File: config.mk
export PLATFORM = sky130hd
export DESIGN_NAME = prom_boot_reader
export DESIGN_NICKNAME = d
export VERILOG_FILES = /design/src/rtl/prom_boot_reader.sv
export SDC_FILE = /design/constraint.sdc
export NUM_CORES = 1
export LEC_CHECK = 0
export ABC_AREA = 1
export BUFFER_PORTS_ARGS = -buffer_cell sky130_fd_sc_hd__clkbuf_2
export CORE_AREA = 2 2 117 119
export CTS_BUF_LIST = sky130_fd_sc_hd__clkbuf_8
export CTS_CLUSTER_SIZE = 30
export DETAILED_ROUTE_END_ITERATION = 7
export DIE_AREA = 0 0 119 121
export PLACE_DENSITY = 0.56
export SYNTH_ARGS = -nofsm -noshare
export SYNTH_HDL_FRONTEND = slang
export SYNTH_SLANG_ARGS = --single-unit
File: constraint.sdc
create_clock -name clk -period 1.9 [get_ports clk]
set_clock_uncertainty 0.05 [all_clocks]
set_input_delay 0.38 -clock clk [delete_from_list [all_inputs] [get_ports clk]]
set_output_delay 0.38 -clock clk [all_outputs]
set_load 0.02 [all_outputs]
File: src/rtl/prom_boot_reader.sv
// prom_boot_reader: reads NUM_WORDS microwords byte-by-byte from a 512x8 PROM at boot; trailing checksum verify under PROM_READER_CHECKSUM_EN
module prom_boot_reader #(
  parameter int WORD_BYTES    = 6,
  parameter int NUM_WORDS     = 64,
  parameter int ACCESS_CYCLES = 2,
  parameter int START_ADDR    = 0
) (
  input  logic                    clk,
  input  logic                    reset,
  input  logic                    start,
  output logic [8:0]              prom_a,
  output logic                    prom_ce_n,
  input  logic [7:0]              prom_d,
  output logic [8*WORD_BYTES-1:0] out_word,
  output logic [8:0]              out_addr,
  output logic                    out_valid,
  input  logic                    out_ready,
  output logic                    busy,
  output logic                    done,
  output logic                    sum_err
);
  localparam int BW = (WORD_BYTES > 1) ? $clog2(WORD_BYTES) : 1;
  localparam logic [2:0] S_IDLE    = 3'd0;
  localparam logic [2:0] S_FETCH   = 3'd1;
  localparam logic [2:0] S_PRESENT = 3'd2;
  localparam logic [2:0] S_CHECK   = 3'd3;
  localparam logic [2:0] S_DONE    = 3'd4;
  localparam logic [3:0] CNT_LOAD   = 4'(ACCESS_CYCLES);
  localparam logic [BW-1:0] LAST_BYTE = BW'(WORD_BYTES - 1);
  localparam logic [8:0] LAST_WORD  = 9'(NUM_WORDS - 1);
  localparam logic [8:0] FIRST_ADDR = 9'(START_ADDR);
  logic [2:0]              r_state;
  logic [3:0]              r_cnt;
  logic [BW-1:0]           r_byte;
  logic [8:0]              r_a;
  logic [8:0]              r_idx;
  logic [8*WORD_BYTES-1:0] r_word;
  logic                    w_fetching;
  logic                    w_tick;
  logic [2:0]              w_after_last;
`ifdef PROM_READER_CHECKSUM_EN
  logic [7:0] r_sum;
  logic       r_sum_err;
  assign w_fetching   = (r_state == S_FETCH) || (r_state == S_CHECK);
  assign w_after_last = S_CHECK;
  // Running modulo-256 sum of every captured byte; verdict when the trailing checksum byte lands
  always_ff @(posedge clk) begin
    if (reset) begin
      r_sum     <= 8'd0;
      r_sum_err <= 1'b0;
    end else if (r_state == S_IDLE && start) begin
      r_sum     <= 8'd0;
      r_sum_err <= 1'b0;
    end else if (w_tick) begin
      r_sum <= 8'(r_sum + prom_d);
      if (r_state == S_CHECK) r_sum_err <= 8'(r_sum + prom_d) != 8'd0;
    end
  end
  assign sum_err = r_sum_err;
`else
  assign w_fetching   = r_state == S_FETCH;
  assign w_after_last = S_DONE;
  assign sum_err      = 1'b0;
`endif
  assign w_tick    = w_fetching && (r_cnt == 4'd1);
  assign prom_a    = r_a;
  assign prom_ce_n = !w_fetching;
  assign out_word  = r_word;
  assign out_addr  = r_idx;
  assign out_valid = r_state == S_PRESENT;
  assign busy      = r_state != S_IDLE;
  assign done      = r_state == S_DONE;
  // Boot sequencer: byte fetch with access-time countdown, word hand-off, completion
  always_ff @(posedge clk) begin
    if (reset) begin
      r_state <= S_IDLE;
      r_cnt   <= 4'd0;
      r_byte  <= '0;
      r_a     <= 9'd0;
      r_idx   <= 9'd0;
      r_word  <= '0;
    end else if (r_state == S_IDLE) begin
      if (start) begin
        r_state <= S_FETCH;
        r_a     <= FIRST_ADDR;
        r_byte  <= '0;
        r_idx   <= 9'd0;
        r_cnt   <= CNT_LOAD;
      end
    end else if (w_fetching) begin
      r_cnt <= w_tick ? CNT_LOAD : 4'(r_cnt - 4'd1);
      if (w_tick) begin
        r_a <= 9'(r_a + 9'd1);
        if (r_state == S_CHECK) begin
          r_state <= S_DONE;
        end else begin
          r_word[8*r_byte +: 8] <= prom_d;
          r_byte  <= (r_byte == LAST_BYTE) ? r_byte : BW'(r_byte + BW'(1));
          r_state <= (r_byte == LAST_BYTE) ? S_PRESENT : S_FETCH;
        end
      end
    end else if (r_state == S_PRESENT) begin
      if (out_ready) begin
        if (r_idx == LAST_WORD) begin
          r_state <= w_after_last;
        end else begin
          r_idx   <= 9'(r_idx + 9'd1);
          r_byte  <= '0;
          r_state <= S_FETCH;
        end
      end
    end else begin
      r_state <= S_IDLE;
    end
  end
endmodule

==> flow_metrics.tcl, run 1 <==
set metrics [dict create \
    status "completed" \
    cellLeakagePower_nw 2.160 \
    antenna_found_initial 0 \
    synth_top_area_frac 0.3949 \
    vias 3867 \
    syn-cell-area_um2 3852 \
    ys_types 33 \
    hold_path.class "in -> reg" \
    p_switching_mw 2.256 \
    synth_mux_area_frac 0 \
    switching_share 0.4363 \
    ctsHoldBuffers 0 \
    final_common_cell "nand2_1" \
    cp.required_ns 2.16 \
    hold_depth 3 \
    cp_common_cell "ha_4" \
    drv_cap 0 \
    cts_tree "yes" \
    synth_seq_cells 76 \
    arrival_ns 2.07 \
    track_usage 0.1472 \
    root_buffer "clkbuf_8" \
    path_cells "inv_1 > ha_4 > ha_4 > inv_4 > nor2_4 > inv_2 > nor3_1 > o21ai_0 > nor2_1" \
    chipWidth_um 119 \
    rr_worst_depth 9 \
    synth_top_cell_by_area "dfxtp_1" \
    critPathMaxStageDelay_ns 0.34 \
    ys_seq_area_frac 0.3949 \
    synth-compound-area-share 0.1231 \
    synth_nets 588 \
    syn_avg_cell_area_um2 6.794 \
    synth-xor-area-share 0.009094 \
    dpl.hpwl_mm 7.788 \
    cts-buffers-inserted 9 \
    fin_ws_ns 0.09277 \
    coreArea_um2 13090 \
    crit_path_end_kind "flip-flop" \
    criticalPathCategory "reg -> reg" \
    antenna_cells 0 \
    cts.path.max_buffers 2 \
    power_density_nw_per_um2 1067 \
    synthCells 567 \
    dr.max_layer_used "met4" \
    yosysWarnings 0 \
    routed_via_density 4.555 \
    worstPathMaxFanout 14 \
    synth_area_leaders "dfxtp_1, nand2_1, a21oi_1" \
    synth_fa_ha_area_frac 0.02923 \
    cts.clk_slew.worst_paths_ns 0.09 \
    worst_setup_path_start_kind "flip-flop" \
    initial_core_util 0.2944 \
    synth_top_family_by_area "simple AND/OR/NAND/NOR gates" \
    drt_iter0_markers 268 \
    finalSetupViolations 0 \
    final_cell_mix "nand2_1, clkbuf_2, nor2_1, dfxtp_1, inv_1" \
    drt-total-wl_mm 10.55 \
    wl_per_cell_um 12.42 \
    syn_to_final_growth_pct 25.82 \
    grt_start_max_net_pins 42 \
    clk_latency_ns 0.36 \
    clockPowerShare 0.226 \
    die_h_um 121 \
    rsz0062_at_grt "true" \
    gp_congestion 0.8123 \
    final_hold_viol_count 0 \
    fmax_ghz 0.5533 \
    slew_viol_final 0 \
    wl_met1_mm 4.757 \
    ant_nets 0 \
    rows 42 \
    first_pass_iters 4 \
    yosys.area_share.simple 0.3397 \
    drc 0 \
    io_pins 83 \
    grt_overflow 0 \
    cts.sinks 76 \
    grt_pass1_vias 3533 \
    power.share.sequential 0.344 \
    finalNetCount 689 \
    p_int_mw 2.914 \
    power_frac_comb 0.430 \
    dieArea_um2 14400 \
    portBuffers 81 \
    htreeDepth 3 \
    grt_pass1_wl_mm 16.83 \
    ir_worst_vdd_v 0.0004304 \
    place_ws_ns -0.01485 \
    met2_length_mm 5.067 \
    period_share 0.9512 \
    wl_met3_um 615 \
    finalSetupTns_ns 0 \
    cp_slowest_cell "dfxtp_1" \
    final_layout_size_suffix_gt1_frac 0.2437 \
    finalWorstPathRequiredPeriod_ns 1.807 \
]
-- registers in the layout, indices dropped and copies added (netlist names) --
signal    cells
out_word     48
r_cnt         4
out_addr      9
r_byte        3
prom_a        9
r_state       3
-- power by group through the flow --
stage	Clock (mW)	Combinational, mW	Sequential (mW)
2_1_floorplan	0	1.50	1.83
3_3_place_gp	0	2.01	1.81
3_5_place_dp	0	2.05	1.81
4_1_cts	1.22	2.09	1.77
5_1_grt	1.28	2.48	1.80
6_report	1.17	2.22	1.78
-- critical path: cells and delay by family, from the launching register on --
| family | cells | cell delay (ns) |
|---|---|---|
| adders and majority gates | 2 | 0.46 |
| buffers and inverters | 3 | 0.31 |
| and+or+nand+nor | 3 | 0.48 |
| DFF | 1 | 0.34 |
| AOI/OAI and AO/OA | 1 | 0.12 |
-- synth_stat cells (all sizes together) --
| cell type | number |
|---|---|
| o21ai | 27 |
| conb | 1 |
| a21oi | 61 |
| xor2 | 2 |
| a21o | 1 |
| nor4 | 1 |
| or2 | 1 |
| nor3 | 15 |
| o21bai | 2 |
| nor2 | 87 |
| xnor2 | 2 |
| dfxtp | 76 |
| clkbuf | 8 |
| inv | 74 |
| o21a | 1 |
| nand4 | 10 |
| nand2 | 126 |
| buf | 12 |
| nand3 | 49 |
| nor3b | 2 |
| ha | 9 |
-- metal layers --
metal / vias up / global-route usage
met1: 1729 / 0.1782
met2: 104 / 0.2507
li1: 2023 / -
met3: 11 / 0.04840
met4: 0 / 0.03943
met5: - / 0
-- timing repair --
item | 4_1_cts | 5_1_grt
pin swaps | 1 | 4
setup endpoints to repair | 3 | 54
setup buffers | 1 | 6
resized for setup | 1 | 14
cloned | 1 | 2
-- final timing paths --
path / start / to / slack [ns]
max: r_byte[1] / out_word[35] / 0.09
min: prom_d[4] / out_word[4] / 0.22
max reg2reg: r_byte[1] / out_word[35] / 0.09
min reg2reg: out_word[20] / out_word[20] / 0.40
-- kinds of logic after synthesis --
kind of cell | after synthesis
xor+xnor | 4
simple gates | 291
other cells | 1
fa+ha+maj | 9
flops | 76
compound gates | 92
buf+inv | 94
-- area by class of cell --
class,count,area [um2]
Multi-Input combinational cell,398,2014
Timing Repair Buffer,108,611.8
Sequential cell,76,1525
Tap cell,176,220.2
Clock inverter,6,47.55
Fill cell,1400,8238
Clock buffer,10,137.6
Inverter,74,282.8
Timing Repair inverter,1,7.507
-- through the flow --
step | utilization | total power [mW] | cell area, um2 | hold slack, ns | std cells
6_report | 0.3704 | 5.170 | 4847 | 0.2250 | 849
5_1_grt | 0.3704 | 5.558 | 4847 | 0.2022 | 849
4_1_cts | 0.3618 | 5.089 | 4735 | 0.2064 | 841
3_5_place_dp | 0.3457 | 3.862 | 4523 | 0.3888 | 823
3_3_place_gp | 0.3457 | 3.811 | 4523 | 0.3923 | 823
2_1_floorplan | - | 3.321 | 3874 | 0.4118 | 567
No activity file was read; power rests on OpenSTA's default activity.
==> run 2, diff against run 1 <==
SETUP_SLACK_MARGIN = 0.3   (was unset)
==> run 2 against run 1 <==
Clock power is 21% higher. Via count rose by 4.8%. Combinational power grew 44%. Critical path depth unchanged. Final cell count up 2.6%. Register-to-register slack improved by 0.04 ns. Sequential power about the same. Die area is the same.
==> flow_metrics.tcl, run 2 (synthesis gave the netlist of run 1 again) <==
set metrics [dict create \
    status "completed" \
    cts.sinks 76 \
    cp_common_cell "ha_4" \
    routed_via_density 4.652 \
    worstPathMaxFanout 8 \
    dr.max_layer_used "met4" \
    finalSetupViolations 0 \
    drv_cap 0 \
    wl_per_cell_um 13.29 \
    gp_congestion 0.8113 \
    antenna_found_initial 0 \
    met2_length_mm 5.655 \
    period_share 0.9302 \
    syn_to_final_growth_pct 47.06 \
    grt_pass1_vias 3873 \
    final_common_cell "nand2_1" \
    slew_viol_final 0 \
    hold_ws_ns 0.2370 \
    cp.required_ns 2.08 \
    io_pins 83 \
    cts.path.max_buffers 2 \
    finalNetCount 711 \
    clk_latency_ns 0.37 \
    chipWidth_um 119 \
    cts-buffers-inserted 9 \
    track_usage 0.1613 \
    dp_cells 822 \
    first_pass_iters 4 \
    dpl.hpwl_mm 7.853 \
    ant_nets 0 \
    rsz0062_at_grt "true" \
    finalWorstPathRequiredPeriod_ns 1.767 \
    final_cell_mix "nand2_1, clkbuf_2, nor2_1, dfxtp_1, inv_1" \
    place_ws_ns 0.04855 \
    path_cells "inv_2 > ha_4 > ha_4 > inv_8 > nor4_4 > buf_6 > nand2_8 > nand2_1 > a21oi_1" \
    htreeDepth 3 \
    criticalPathCategory "reg -> reg" \
    largest_reg_flops 48 \
    crit_path_end_kind "flip-flop" \
    final_hold_viol_count 0 \
    ir_worst_vdd_v 0.0004638 \
    layoutNonFillerInstCount 871 \
    critPathMaxStageDelay_ns 0.35 \
    arrival_ns 1.95 \
    grt_overflow 0 \
    wl_met1_mm 5.153 \
    root_buffer "clkbuf_8" \
    wl_met3_um 505 \
    max_slew_margin 0.6367 \
    fmax_ghz 0.5658 \
    dieArea_um2 14400 \
    antenna_cells 0 \
    drt_iter0_markers 178 \
    die_h_um 121 \
    worst_setup_path_start_kind "flip-flop" \
    tightestPinTransition_ns 0.5450 \
    drt-total-wl_mm 11.57 \
    n_fill_cell 1312 \
    initial_core_util 0.2944 \
    grt_pass1_wl_mm 18.62 \
    final_layout_size_suffix_gt1_frac 0.4072 \
    cellLeakagePower_nw 2.412 \
    hold_path.class "in -> reg" \
    fin_ws_ns 0.1325 \
    cts.clk_slew.worst_paths_ns 0.09 \
    cp_slowest_cell "dfxtp_2" \
    finalSetupTns_ns 0 \
    drc 0 \
    cts_tree "yes" \
    grt_start_max_net_pins 42 \
    vias 4052 \
    portBuffers 81 \
    rows 42 \
    power_density_nw_per_um2 1135 \
    coreArea_um2 13090 \
]
[run 2: cell types whose count changed in the layout (fill, tap and decap cells not counted), sizes merged]
cell / change
clkinv: -1
bufinv: +2
clkbuf: -4
buf: +24
clkdlybuf4s15: -1
inv: +2
[run 2: final cells by class]
class | instances | area (um2) | share of cell area
Tap cell | 176 | 220.2 | 0.03887
Clock buffer | 9 | 123.9 | 0.02186
Multi-Input combinational cell | 398 | 2506 | 0.4424
Clock inverter | 7 | 98.84 | 0.01745
Timing Repair Buffer | 128 | 854.6 | 0.1508
Sequential cell | 76 | 1541 | 0.2721
Inverter | 74 | 297.8 | 0.05256
Timing Repair inverter | 3 | 22.52 | 0.003975
[run 2: per-stage QoR]
| step | power (mW) | area, um2 | utilization |
|---|---|---|---|
| floorplan | 3.387 | 3920 | - |
| global route | 6.840 | 5665 | 0.4330 |
| finish | 6.431 | 5665 | 0.4330 |
| global placement | 3.853 | 4562 | 0.3486 |
| CTS | 6.026 | 5246 | 0.4009 |
| detailed placement | 3.905 | 4562 | 0.3486 |
[run 2: worst paths after layout]
path,start,end,slack [ns],depth (start not counted)
setup / recovery,r_byte[1],out_word[31],0.13,9
hold / removal,prom_d[7],out_word[23],0.24,3
setup reg to reg,r_byte[1],out_word[31],0.13,9
hold reg to reg,out_word[40],out_word[40],0.42,2
[run 2: layer usage]
metal / global-route usage / vias to the layer above
met5: 0 / -
met4: 0.06696 / 0
met3: 0.03806 / 19
met2: 0.2701 / 95
met1: 0.1989 / 1871
li1: - / 2067
[run 2: where the power goes]
group          internal, mW  switching (mW)  total (mW)
clock                 0.746           0.674        1.42
combinational          1.22            1.98        3.20
sequential             1.70           0.107        1.81
[run 2: timing repair]
item	4_1_cts	5_1_grt
buffers inserted	19	9
gates cloned	5	0
resized for setup	75	94
setup endpoints to repair	75	77
hold buffers	0	0
pin swaps	21	36
[run 2: critical path, delay by kind of cell (launching register included)]
| family | cells | cell delay (ns) |
|---|---|---|
| buffers and inverters | 3 | 0.28 |
| AO/OA/AOI/OAI | 1 | 0.06 |
| flip-flops | 1 | 0.35 |
| AND/OR/NAND/NOR | 3 | 0.41 |
| adder cells (fa/ha/maj) | 2 | 0.47 |
